==> config.mk <==
export PLATFORM = sky130hd
export DESIGN_NAME = lcd_panel_responder
export DESIGN_NICKNAME = d
export VERILOG_FILES = /design/src/rtl/lcd_panel_responder.sv
export SDC_FILE = /design/constraint.sdc
export NUM_CORES = 1
export LEC_CHECK = 0
export CELL_PAD_IN_SITES_DETAIL_PLACEMENT = 0
export CELL_PAD_IN_SITES_GLOBAL_PLACEMENT = 1
export CORE_ASPECT_RATIO = 1.1
export CORE_MARGIN = 2
export CORE_UTILIZATION = 43
export DETAILED_ROUTE_END_ITERATION = 8
export PLACE_DENSITY = 0.91
export REMOVE_ABC_BUFFERS = 1
export SETUP_SLACK_MARGIN = 0.02
export SLEW_MARGIN = 20
export SYNTH_ARGS = -nofsm -noshare
export SYNTH_HDL_FRONTEND = slang
export SYNTH_SLANG_ARGS = --single-unit
==> constraint.sdc <==
create_clock -name clk -period 2.3 [get_ports clk]
set_clock_uncertainty 0.1 [all_clocks]
set_input_delay 0.345 -clock clk [delete_from_list [all_inputs] [get_ports clk]]
set_output_delay 0.345 -clock clk [all_outputs]
set_load 0.02 [all_outputs]
==> src/rtl/lcd_panel_responder.sv <==
// lcd_panel_responder
// Far-end model of an HD44780-style character panel on a 4-bit write-only bus.
// It samples a nibble on each falling edge of the enable strobe and follows the
// power-on init nibble sequence (3,3,3,2). After that it pairs nibbles into
// bytes, decodes commands, keeps the DDRAM address counter and the busy timer,
// and flags protocol violations.
//
// Ports
//   clk                     system clock, rising edge
//   iLCD_reset_n            asynchronous active-low reset
//   iLCD_Data[3:0]          data nibble
//   iLCD_Enabled            enable strobe, nibble taken on its falling edge
//   iLCD_RegisterSelect     0 = command, 1 = character data
//   iLCD_ReadWrite          must be 0
//   iLCD_StrataFlashControl must be 1 at every strobe
//   oInit_done              init nibble sequence completed
//   oBusy                   busy timer running
//   oCmd_valid / oCmd       one-cycle pulse and last command byte
//   oChar_valid / oChar     one-cycle pulse and last character byte
//   oChar_addr              DDRAM address the last character went to
//   oDDRAM_addr             current address counter
//   oDisplay_on             display-control D bit
//   oEntry_inc              entry-mode I/D bit
//   oError[3:0]             sticky: short strobe, strobe while busy, RW=1, flash low
`timescale 1ns/1ps
module lcd_panel_responder #(
  parameter int ENABLE_MIN   = 12,
  parameter int BUSY_CYCLES  = 2000,
  parameter int CLEAR_CYCLES = 82000
) (
  input  logic       clk,
  input  logic       iLCD_reset_n,
  input  logic [3:0] iLCD_Data,
  input  logic       iLCD_Enabled,
  input  logic       iLCD_RegisterSelect,
  input  logic       iLCD_ReadWrite,
  input  logic       iLCD_StrataFlashControl,
  output logic       oInit_done,
  output logic       oBusy,
  output logic       oCmd_valid,
  output logic [7:0] oCmd,
  output logic       oChar_valid,
  output logic [7:0] oChar,
  output logic [6:0] oChar_addr,
  output logic [6:0] oDDRAM_addr,
  output logic       oDisplay_on,
  output logic       oEntry_inc,
  output logic [3:0] oError
);

  localparam int CNT_W = $clog2(CLEAR_CYCLES + 1);
  localparam int HW_W  = $clog2(ENABLE_MIN + 1);
  localparam logic [CNT_W-1:0] LP_BUSY  = CNT_W'(BUSY_CYCLES);
  localparam logic [CNT_W-1:0] LP_CLEAR = CNT_W'(CLEAR_CYCLES);
  localparam logic [HW_W-1:0]  LP_EMIN  = HW_W'(ENABLE_MIN);

  typedef enum logic [2:0] {
    INIT0, INIT1, INIT2, INIT3, BYTE_HI, BYTE_LO
  } state_t;

  state_t           r_state;
  logic             r_en_p0;
  logic [HW_W-1:0]  r_hw;
  logic [CNT_W-1:0] r_busy;
  logic [3:0]       r_hi;
  logic             r_hi_rs;

  logic             w_fall;
  logic [7:0]       w_byte;
  logic [3:0]       w_init_expect;

  // Two-line DDRAM map: line 1 is 0x00..0x27, line 2 is 0x40..0x67.
  // Addresses outside the map just step by one with 7-bit wrap.
  function automatic logic [6:0] f_advance(input logic [6:0] a, input logic inc);
    logic [6:0] n;
    if (inc) begin
      if (a == 7'h27)      n = 7'h40;
      else if (a == 7'h67) n = 7'h00;
      else                 n = a + 7'd1;
    end else begin
      if (a == 7'h00)      n = 7'h67;
      else if (a == 7'h40) n = 7'h27;
      else                 n = a - 7'd1;
    end
    return n;
  endfunction

  assign w_fall        = r_en_p0 & ~iLCD_Enabled;
  assign w_byte        = {r_hi, iLCD_Data};
  assign w_init_expect = (r_state == INIT3) ? 4'h2 : 4'h3;
  assign oBusy         = (r_busy != '0);

  always_ff @(posedge clk or negedge iLCD_reset_n) begin
    if (!iLCD_reset_n) begin
      r_state     <= INIT0;
      r_en_p0     <= 1'b0;
      r_hw        <= '0;
      r_busy      <= '0;
      r_hi        <= 4'h0;
      r_hi_rs     <= 1'b0;
      oInit_done  <= 1'b0;
      oCmd_valid  <= 1'b0;
      oCmd        <= 8'h00;
      oChar_valid <= 1'b0;
      oChar       <= 8'h00;
      oChar_addr  <= 7'h00;
      oDDRAM_addr <= 7'h00;
      oDisplay_on <= 1'b0;
      oEntry_inc  <= 1'b1;
      oError      <= 4'h0;
    end else begin
      // Strobe edge detect and saturating high-width measurement
      r_en_p0     <= iLCD_Enabled;
      if (iLCD_Enabled) begin
        if (r_hw < LP_EMIN) r_hw <= r_hw + 1'b1;
      end else begin
        r_hw <= '0;
      end
      oCmd_valid  <= 1'b0;
      oChar_valid <= 1'b0;
      if (r_busy != '0) r_busy <= r_busy - 1'b1;

      // Falling edge: reject bad strobes in priority order, else advance FSM.
      // Busy loads below override the decrement above.
      if (w_fall) begin
        if (r_hw < LP_EMIN)               oError[0] <= 1'b1;
        else if (oBusy)                   oError[1] <= 1'b1;
        else if (iLCD_ReadWrite)          oError[2] <= 1'b1;
        else if (!iLCD_StrataFlashControl) oError[3] <= 1'b1;
        else begin
          case (r_state)
            INIT0, INIT1, INIT2, INIT3: begin
              if (!iLCD_RegisterSelect && iLCD_Data == w_init_expect) begin
                r_busy <= LP_BUSY;
                case (r_state)
                  INIT0:   r_state <= INIT1;
                  INIT1:   r_state <= INIT2;
                  INIT2:   r_state <= INIT3;
                  default: begin
                    r_state    <= BYTE_HI;
                    oInit_done <= 1'b1;
                  end
                endcase
              end else begin
                r_state <= INIT0;
              end
            end
            BYTE_HI: begin
              r_hi    <= iLCD_Data;
              r_hi_rs <= iLCD_RegisterSelect;
              r_state <= BYTE_LO;
            end
            default: begin
              r_state <= BYTE_HI;
              r_busy  <= LP_BUSY;
              if (r_hi_rs) begin
                oChar_valid <= 1'b1;
                oChar       <= w_byte;
                oChar_addr  <= oDDRAM_addr;
                oDDRAM_addr <= f_advance(oDDRAM_addr, oEntry_inc);
              end else begin
                oCmd_valid <= 1'b1;
                oCmd       <= w_byte;
                casez (w_byte)
                  8'b1???????: oDDRAM_addr <= w_byte[6:0];
                  8'b01??????: ;
                  8'b001?????: ;
                  8'b00001???: oDisplay_on <= w_byte[2];
                  8'b000001??: oEntry_inc  <= w_byte[1];
                  8'b0000001?: begin
                    oDDRAM_addr <= 7'h00;
                    r_busy      <= LP_CLEAR;
                  end
                  8'b00000001: begin
                    oDDRAM_addr <= 7'h00;
                    oEntry_inc  <= 1'b1;
                    r_busy      <= LP_CLEAR;
                  end
                  default: ;
                endcase
              end
            end
          endcase
        end
      end
    end
  end

endmodule

==> key figures, run 1 <==
Setup path
  – Critical Path RT: approximately 2.4 ns
  – RR Endpoint: oDisplay_on
  – CP arrival: 2.31 ns
  – Worst r2r src: r_busy[9]
  – Critical path origin: r_busy[9]
  – Worst R2R Path Depth: 7
  – Critical Path Start Type: flip-flop
  – Crit end category: flip-flop
  – Critical path type: reg -> reg
  – Crit-path max FO: 5
  – Worst setup path endpoint: oDisplay_on
  – Setup slack, reg-to-reg: a little over 0.1 ns

Clock network
  – Clock transition at path regs: 0.07 ns
  – CTS tree: built
  – Clk root buf: clkbuf_8
  – Sink Count: 69
  – CTS max path bufs: 2
  – Worst-skew pair later-pin latency: about 0.33 ns
  – H-tree levels: 3
  – Inserted Clock Buffers: 9

Logic synthesis
  – Syn Inst Count: between 300 and 400
  – Dominant cell type by area after synthesis: dfrtp_1
  – Top cells by area, synth: dfrtp_1, mux2_2, nand2_1, xor2_1, nor4_4
  – Mapped Area: 3480 um2
  – Yosys top cell area share: 0.489
  – Mean post-synth cell area: 11.2 um2
  – YS warnings: 0
  – Seq/Total Area, Yosys: 0.496
  – Post-synthesis cell type count: a little over 60
  – Main synth FF type: dfrtp_1
  – Post-synth EDFFs: 0
  – Synth async-reset ratio: 1.00
  – Synth Register Bits: 69

Power
  – Psw: roughly 0.47 mW
  – PwrDens: 479 nW/um2
  – Final Total Pwr: approximately 2.2 mW
  – Sw frac: 0.214
  – Int Pwr: ~1.7 mW
  – Seq pwr share: 0.554
  – Max VDD drop: approximately 0.33 mV
  – Leakage: ~2.1 nW
  – Logic pwr share: 0.038
  – Clock power frac: 0.408

Finish
  – Area Overhead vs Synth: 32.3%
  – Share of layout cells above drive strength 1: 0.265
  – # diodes: 0
  – Fin nets: between 400 and 500
  – Post-layout util: 0.586
  – Final cell count without fillers: just over 500

STA
  – Max Slew Vio Count: 0
  – Min Hold Slack: about 0.35 ns
  – Worst-margin pin slew: about 0.64 ns
  – Final Critical Period: 2.20 ns
  – Tcrit/Tclk final: 0.955
  – Final setup vio count: 0
  – Fmax: between 0.4 and 0.5 GHz
  – Final Hold Viols: 0
  – RSZ-0062 raised after global routing: true
  – Setup TNS: 0 ns
  – Slew HR: 0.562

Drt
  – Total Wirelength: roughly 7700 um
  – Routed WL per cell: about 15 um
  – Vias: around 2800
  – Detailed-route DRC error count: 0
  – Vias per cell: 5.38
  – Initial DRC count: about 180
  – Antenna violation net count after detailed routing: 0
  – Drt pass-1 iters: 4

Placed design
  – Dpl hpwl: roughly 5400 um
  – Cell count after placement: between 400 and 500
  – GPL Wtd Cong: between 0.8 and 0.9
  – I/O Buffers: slightly below 50

Floorplanning
  – Core Rows: 34
  – Die H: 98.4 um
  – Core Region: around 8000 um2
  – Die W: about 90 um
  – Die Area: ~8800 um2
  – Initial core utilization: 0.443
  – Num ports: 50

Min path
  – Hold Crit Class: reg -> reg

Global routing
  – GRT overflow: 0
  – GRT Total Usage: 0.186
  – Vias in the first global route: ~2800
  – Pin count of the biggest net entering global routing: 70
  – Initial antenna violation count: 0
  – First-pass GRT wire length: 13200 um

Flow run
  – Max-cap violations: 0

Outcome
  – Status: completed
-- power by group through the flow --
stage / Combinational, mW / Sequential [mW] / Clock (mW)
2_1_floorplan: 0.0180 / 1.25 / 0
3_3_place_gp: 0.0833 / 1.25 / 0
3_5_place_dp: 0.0849 / 1.25 / 0
4_1_cts: 0.0864 / 1.22 / 0.930
5_1_grt: 0.0946 / 1.22 / 0.989
6_report: 0.0835 / 1.22 / 0.900
-- worst min-delay path by stage --
stage,from,endpoint,cells after the start
after floorplan,iLCD_reset_n,oChar[0],0
after global placement,iLCD_reset_n,oError[0],2
after detailed placement,iLCD_reset_n,oError[0],2
after CTS,oError[1],oError[1],1
after global routing,oError[1],oError[1],1
final,oError[1],oError[1],1
-- flip-flops by register name, summed over array words and instances (netlist names), 3 cells and up --
register     flops
r_busy          17
oChar            8
oCmd             8
oChar_addr       7
oDDRAM_addr      7
oError           4
r_hi             4
r_hw             4
r_state          3
-- critical path, cell delays in order (launching register included) --
cell and delay (ns):
dfrtp_1 0.41, nor4_4 0.36, buf_4 0.17, buf_4 0.11, and4_2 0.24, nand4_1 0.18
nor2_1 0.17, mux2_2 0.34
-- placed cells by master, fill, tap and decap left out, types with 3 or more instances in the layout --
master,synthesis,final
dfrtp_1,68,68
a21oi_1,7,7
a31o_2,3,3
a311oi_1,3,3
mux2i_1,3,3
clkdlybuf4s50_1,0,47
o21ai_0,14,14
nor2b_1,4,3
xnor2_1,6,6
nor2_1,20,20
ha_1,5,5
nand3_1,11,11
clkbuf_8,0,12
nor3b_1,3,3
o22ai_1,3,3
nor4_1,4,4
nand4_1,4,4
nor4_4,4,4
clkbuf_1,7,3
o31ai_1,6,6
nand2_1,27,27
inv_1,12,12
mux2_2,28,28
o211a_1,3,3
xor2_1,10,10
nor3_1,7,6
o211ai_1,3,3
buf_4,0,42
-- cell type report --
class                           instances  area, um2
Timing Repair Buffer                   94        837
Inverter                               12       45.0
Clock inverter                          1       5.00
Clock buffer                           15        176
Fill cell                             636       3260
Sequential cell                        69       1730
Tap cell                              108        135
Multi-Input combinational cell        220       1680
-- cell families (layout without fill, tap and decap cells) --
family / after synthesis / after routing / share of synthesized area
AO/OA/AOI/OAI: 59 / 59 / 0.121
XOR/XNOR: 16 / 16 / 0.0402
adder cells (fa/ha/maj): 5 / 5 / 0.0180
buffers and inverters: 22 / 122 / 0.0284
flip-flops: 69 / 69 / 0.496
multiplexers: 33 / 33 / 0.107
AND/OR/NAND/NOR: 107 / 107 / 0.190
-- synthesized netlist by cell type (2+ instances only) --
| cell | instances |
|---|---|
| o31a_1 | 2 |
| o21a_1 | 2 |
| o211ai_1 | 3 |
| ha_1 | 5 |
| a31oi_1 | 2 |
| mux2i_1 | 3 |
| xnor2_1 | 6 |
| dfrtp_1 | 68 |
| o22ai_1 | 3 |
| nor4_4 | 4 |
| buf_6 | 2 |
| o21ai_0 | 14 |
| a21oi_1 | 7 |
| or2_2 | 2 |
| nor3b_1 | 3 |
| nor4b_1 | 2 |
| clkbuf_1 | 7 |
| a311oi_1 | 3 |
| o21bai_1 | 2 |
| xor2_1 | 10 |
| nor4_1 | 4 |
| nor2b_1 | 4 |
| nand2_1 | 27 |
| o211a_1 | 3 |
| nor2_1 | 20 |
| inv_1 | 12 |
| a31o_2 | 3 |
| nand4_1 | 4 |
| nor3_1 | 7 |
| a41o_1 | 2 |
| and4b_1 | 2 |
| nand3_1 | 11 |
| mux2_2 | 28 |
| o31ai_1 | 6 |
| and2_1 | 2 |
-- what timing repair did --
item,4_1_cts,5_1_grt
hold endpoints to repair,68,0
buffers inserted,2,1
pin swaps,2,2
hold buffers,1,0
endpoints found under the setup margin,4,12
gates resized for setup,5,4
cloned,0,0
-- through the flow --
stage | cell area [um2] | worst slack [ns]
after floorplan | 3430 | -0.0364
after global placement | 4370 | -0.0921
after detailed placement | 4370 | -0.171
after CTS | 4590 | 0.0233
after global routing | 4610 | 0.00770
final | 4610 | 0.103
-- metal layers --
metal	global-route usage	wire, um	part of all wire	vias up
li1	-	-	-	1330
met1	0.242	3410	0.45	1377
met2	0.304	3820	0.50	77
met3	0.0494	342	0.045	9
met4	0.0663	93	0.012	0
met5	0	0	0	-
No activity file was read; power rests on OpenSTA's default activity.
==> inputs of run 2 (changes only) <==
--- a/config.mk
+++ b/config.mk
@@ -13,7 +13,7 @@
 export DETAILED_ROUTE_END_ITERATION = 8
 export PLACE_DENSITY = 0.91
 export REMOVE_ABC_BUFFERS = 1
-export SETUP_SLACK_MARGIN = 0.02
+export SETUP_SLACK_MARGIN = 0.5
 export SLEW_MARGIN = 20
 export SYNTH_ARGS = -nofsm -noshare
 export SYNTH_HDL_FRONTEND = slang
==> run 2 against run 1 <==
Compared with the run above: combinational power increased by 5.3%; clock power increased by 2%; final cell count grew 4.6%; first-iteration DRC count grew 54%; hold slack improved by 0.014 ns; final area increased by 14%; routed wire length grew 29%; via count increased by 10%.
==> key figures, run 2 (synthesis results as in run 1) <==
Outcome
  – Status: completed

Finish
  – Area Overhead vs Synth: 51.1%
  – FILL cells: ~540
  – Share of layout cells above drive strength 1: 0.405
  – Most flop-heavy register: r_busy
  – # diodes: 0
  – Post-layout util: 0.669
  – Fin nets: 445
  – Most common cell after layout, fill and taps aside: dfrtp_1
  – Max reg flops: 17
  – Biggest regs: r_busy x17, oChar x8, oCmd x8
  – Commonest cells after routing, fill and taps aside: dfrtp_1, buf_4, clkdlybuf4s50_1

Global routing
  – Met2 Use GR: 0.361
  – Pin count of the biggest net entering global routing: 70
  – GR Layer Usage met3: 0.0417
  – Vias in the first global route: around 3000
  – GRT overflow: 0
  – First-pass GRT wire length: between 10000 and 15000 um
  – Initial antenna violation count: 0
  – Grt met1 use: 0.267
  – Grt peak-use layer: met2
  – GRT Total Usage: 0.214

Floorplanning
  – Core Rows: 34
  – Core Region: 7870 um2
  – Die H: 98.4 um
  – Num ports: 50
  – Die Area: between 8000 and 9000 um2
  – Die W: roughly 90 um
  – Initial core utilization: 0.443

STA
  – Worst-margin pin slew: 0.553 ns
  – Final Hold Viols: 0
  – Max Slew Vio Count: 0
  – Slew HR: 0.627
  – Min Hold Slack: between 0.3 and 0.4 ns
  – RSZ-0062 raised after global routing: true
  – Final Critical Period: about 2.3 ns
  – Tcrit/Tclk final: 0.992
  – Fmax: 0.438 GHz
  – Final setup vio count: 0

Setup path
  – Critical path type: reg -> reg
  – Setup slack, reg-to-reg: 0.02 ns
  – CP max stage cell: dfrtp_1
  – Crit-path max FO: 5
  – CP bufs+invs: 3
  – Critical Path RT: approximately 2.4 ns
  – CP Cell Sequence: nor4_4, buf_4, buf_6, and4_4, nand4_1, buf_6, mux2_4
  – Critical path's top delay family: simple AND/OR/NAND/NOR gates
  – Most frequent CP cell: buf_6
  – Crit end category: flip-flop
  – Critical Path Start Type: flip-flop
  – CP peak stage delay: around 0.42 ns
  – CP arrival: between 2 and 2.5 ns

Placed design
  – I/O Buffers: 49
  – Dpl hpwl: between 5000 and 6000 um
  – GPL Wtd Cong: 0.892

Power
  – Leakage: 2.45 nW
  – PwrDens: approximately 420 nW/um2
  – Max VDD drop: about 0.32 mV
  – Final Total Pwr: approximately 2.2 mW

Drt
  – Antenna violation net count after detailed routing: 0
  – Routed WL per cell: ~18 um
  – Detailed-route DRC error count: 0
  – Drt pass-1 iters: 5
  – Vias: slightly above 3000
  – Initial DRC count: around 280
  – Total Wirelength: roughly 10000 um
  – Vias per cell: between 5 and 6

Clock network
  – Worst-skew pair later-pin latency: between 0.3 and 0.4 ns
  – Clk root buf: clkbuf_8
  – H-tree levels: 3
  – Inserted Clock Buffers: 9
  – Sink Count: 69
  – CTS tree: built
  – CTS max path bufs: 2
  – Clock transition at path regs: around 0.08 ns

Min path
  – Hold Crit Class: reg -> reg

Flow run
  – Max-cap violations: 0
-- run 2: layout make-up --
cell class              instances  area, um2  area share
multi-input cells             220       2030       0.385
flip-flops and latches         69       1730       0.328
repair buffers                118       1150       0.218
clock buffers                  15        176      0.0335
well taps                     108        135      0.0257
inverters                      12       45.0     0.00856
clock inverters                 1       5.00    0.000951
-- run 2: stage by stage --
stage          worst slack, ns  cells  instance area (um2)  TNS [ns]
2_1_floorplan          -0.0364    301                 3430   -0.0364
3_3_place_gp           -0.0921    499                 4370    -0.736
3_5_place_dp            -0.171    499                 4370     -2.55
4_1_cts                  0.137    533                 4940         0
5_1_grt                -0.0580    543                 5270    -0.370
6_report                0.0184    543                 5270         0
-- run 2: power by group --
group          switching (mW)  leakage, nW  internal [mW]
logic                  0.0516         1.47         0.0363
registers             0.00504        0.883           1.22
clock network           0.438       0.0937          0.480
total                   0.495         2.45           1.74
-- run 2: metal layers --
| metal | vias up | part of all wire |
|---|---|---|
| met5 | - | 0 |
| met4 | 0 | 0.032 |
| met3 | 28 | 0.058 |
| met2 | 152 | 0.50 |
| met1 | 1517 | 0.41 |
| li1 | 1382 | - |
-- run 2: repair_timing --
item | in CTS | in global routing
pin swaps | 21 | 15
setup endpoints to repair | 68 | 65
hold buffers | 1 | 0
gates resized for setup | 75 | 63
gates cloned | 2 | 0
endpoints found under the hold margin | 68 | 0
buffers inserted | 15 | 10
-- run 2: worst paths after layout --
kind,from,endpoint,depth (start not counted)
min in group asynchronous,iLCD_reset_n,oError[1],3
max reg2reg,r_busy[9],oCmd[1],7
max in group asynchronous,iLCD_reset_n,oEntry_inc,3
min reg2reg,oError[2],oError[2],1
max,r_busy[9],oCmd[1],7
min,oError[2],oError[2],1
==> inputs of run 3 (changes only) <==
--- a/config.mk
+++ b/config.mk
@@ -11,6 +11,7 @@
 export CORE_MARGIN = 2
 export CORE_UTILIZATION = 43
 export DETAILED_ROUTE_END_ITERATION = 8
+export GPL_TIMING_DRIVEN = 0
 export PLACE_DENSITY = 0.91
 export REMOVE_ABC_BUFFERS = 1
 export SETUP_SLACK_MARGIN = 0.5
==> run 3 against run 2 <==
Compared with the run above: critical path type unchanged; sequential share of layout area up 1.0 points; via count is 4.2% lower; routed wire length shrank 6.9%; critical path depth is 1 lower.
==> key figures, run 3 (synthesis results as in run 1) <==
Placed design
  – GPL Wtd Cong: 0.812
  – I/O Buffers: 49
  – Cell count after placement: about 460
  – Post-DP Area: ~4000 um2
  – Dpl hpwl: between 4000 and 5000 um

Floorplanning
  – Core Rows: 34
  – Die Area: ~9000 um2
  – Initial core utilization: 0.443
  – Num ports: 50
  – Die W: approximately 90 um
  – Die H: a little under 100 um
  – Core Region: 7870 um2

Power
  – Logic pwr share: 0.034
  – Max VDD drop: approximately 0.45 mV
  – PwrDens: ~460 nW/um2
  – Sw frac: 0.227
  – Seq pwr share: 0.523
  – Psw: approximately 0.53 mW
  – Final Total Pwr: 2.34 mW
  – Leakage: 2.47 nW
  – Int Pwr: roughly 1.8 mW
  – Clock power frac: 0.443

Global routing
  – Vias in the first global route: 2732
  – Pin count of the biggest net entering global routing: 57
  – GRT Total Usage: 0.197
  – First-pass GRT wire length: approximately 14000 um
  – Initial antenna violation count: 0
  – GRT overflow: 0

STA
  – Min Hold Slack: approximately 0.087 ns
  – Max Slew Vio Count: 0
  – Slew HR: 0.412
  – Final Hold Viols: 0
  – Final setup vio count: 0
  – RSZ-0062 raised after global routing: true
  – Fmax: between 0.4 and 0.5 GHz
  – Final Critical Period: 2.28 ns
  – Worst-margin pin slew: about 0.88 ns
  – Tcrit/Tclk final: 0.993

Drt
  – Routed WL per cell: roughly 17 um
  – Total Wirelength: just over 9000 um
  – Drt pass-1 iters: 4
  – Vias per cell: about 5.6
  – Detailed-route DRC error count: 0
  – Initial DRC count: 253
  – Vias: between 2000 and 3000
  – Antenna violation net count after detailed routing: 0

Finish
  – # diodes: 0
  – Share of layout cells above drive strength 1: 0.402
  – Max reg flops: 17
  – Commonest cells after routing, fill and taps aside: dfrtp_1, buf_4, clkdlybuf4s50_1
  – Fin nets: 430
  – Area Overhead vs Synth: 47.4%
  – Most common cell after layout, fill and taps aside: dfrtp_1
  – Most flop-heavy register: r_busy
  – Post-layout util: 0.652
  – FILL cells: ~550
  – Final cell count without fillers: about 530
  – Biggest regs: r_busy x17, oChar x8, oCmd x8
  – Fin area: between 5000 and 6000 um2

Setup path
  – Crit-path max FO: 4
  – CP max stage cell: dfrtp_1
  – CP Depth: 6
  – CP peak stage delay: between 0.4 and 0.5 ns
  – Crit end category: flip-flop
  – Worst r2r src: r_busy[8]
  – Critical path type: reg -> reg
  – Critical Path RT: about 2.4 ns
  – Critical Path Start Type: flip-flop
  – Setup slack, reg-to-reg: around 0.017 ns
  – CP arrival: approximately 2.4 ns
  – CP bufs+invs: 1
  – CP Cell Sequence: nor4_4, nand4_4, buf_6, a2111o_2, or3_1, o211a_1
  – RR Endpoint: oDDRAM_addr[2]
  – Worst R2R Path Depth: 6
  – Critical path's top delay family: simple AND/OR/NAND/NOR gates

Min path
  – Worst Hold Launch: iLCD_Enabled
  – Hold Crit Depth: 1
  – Hold Crit Class: in -> reg
  – Hold Crit Endpoint: r_en_p0

Clock network
  – Clk root buf: clkbuf_8
  – Sink Count: 69
  – Worst-skew pair later-pin latency: approximately 0.35 ns
  – Clock transition at path regs: roughly 0.070 ns
  – Inserted Clock Buffers: 9
  – CTS tree: built
  – H-tree levels: 3
  – CTS max path bufs: 2

Flow run
  – Max-cap violations: 0

Outcome
  – Status: completed
-- run 3: changes by cell type in the layout (fill, tap and decap cells not counted), moves of 8 or more --
cell / previous run / this run
buf_4: 41 / 31
mux2_4: 22 / 10
dfrtp_2: 0 / 8
mux2_2: 8 / 19
dfrtp_1: 68 / 60
dlymetal6s2s_1: 2 / 11
-- run 3: power by group through the flow --
stage	sequential [mW]	clock (mW)	combinational [mW]
2_1_floorplan	1.25	0	0.0180
3_3_place_gp	1.25	0	0.0696
3_5_place_dp	1.25	0	0.0781
4_1_cts	1.22	1.05	0.0808
5_1_grt	1.22	1.11	0.0914
6_report	1.22	1.03	0.0801
-- run 3: per-layer routing --
layer,share of wire,global-route usage,up-vias
li1,-,-,1356
met1,0.43,0.266,1476
met2,0.50,0.314,98
met3,0.049,0.0494,19
met4,0.020,0.0675,0
met5,0,0,-
-- run 3: worst max-delay path by stage --
stage                 startpoint              to
CTS                   r_busy[11]  oDDRAM_addr[2]
global placement    iLCD_reset_n   oChar_addr[2]
global route           r_busy[8]  oDDRAM_addr[2]
floorplan              r_busy[0]     oDisplay_on
finish                 r_busy[8]  oDDRAM_addr[2]
detailed placement  iLCD_Enabled     oDisplay_on
-- run 3: worst reg2reg max path: stages (launching register included) --
cell and delay, ns:
dfrtp_1 0.42, nor4_4 0.40, nand4_4 0.19, buf_6 0.16, a2111o_2 0.41, or3_1 0.35, o211a_1 0.14
-- run 3: final cells by class --
cell class	instances	area, um2	share of cell area
Clock buffer	11	151	0.0295
Tap cell	108	135	0.0263
Clock inverter	5	58.8	0.0115
Inverter	12	45.0	0.00877
Multi-Input combinational cell	220	1960	0.382
Sequential cell	69	1740	0.338
Timing Repair Buffer	103	1050	0.204
-- run 3: through the flow --
stage | TNS (ns) | setup slack (ns)
2_1_floorplan | -0.0364 | -0.0364
3_3_place_gp | -113.94 | -1.49
3_5_place_dp | -14.92 | -0.636
4_1_cts | 0 | 0.0853
5_1_grt | -0.149 | -0.0377
6_report | 0 | 0.0168
-- run 3: what timing repair did --
item / 4_1_cts / 5_1_grt
buffers inserted: 39 / 12
pin swaps: 26 / 18
hold endpoints to repair: 13 / 0
gates resized for setup: 72 / 60
endpoints found under the setup margin: 71 / 74
cloned: 1 / 0
hold buffers: 1 / 0
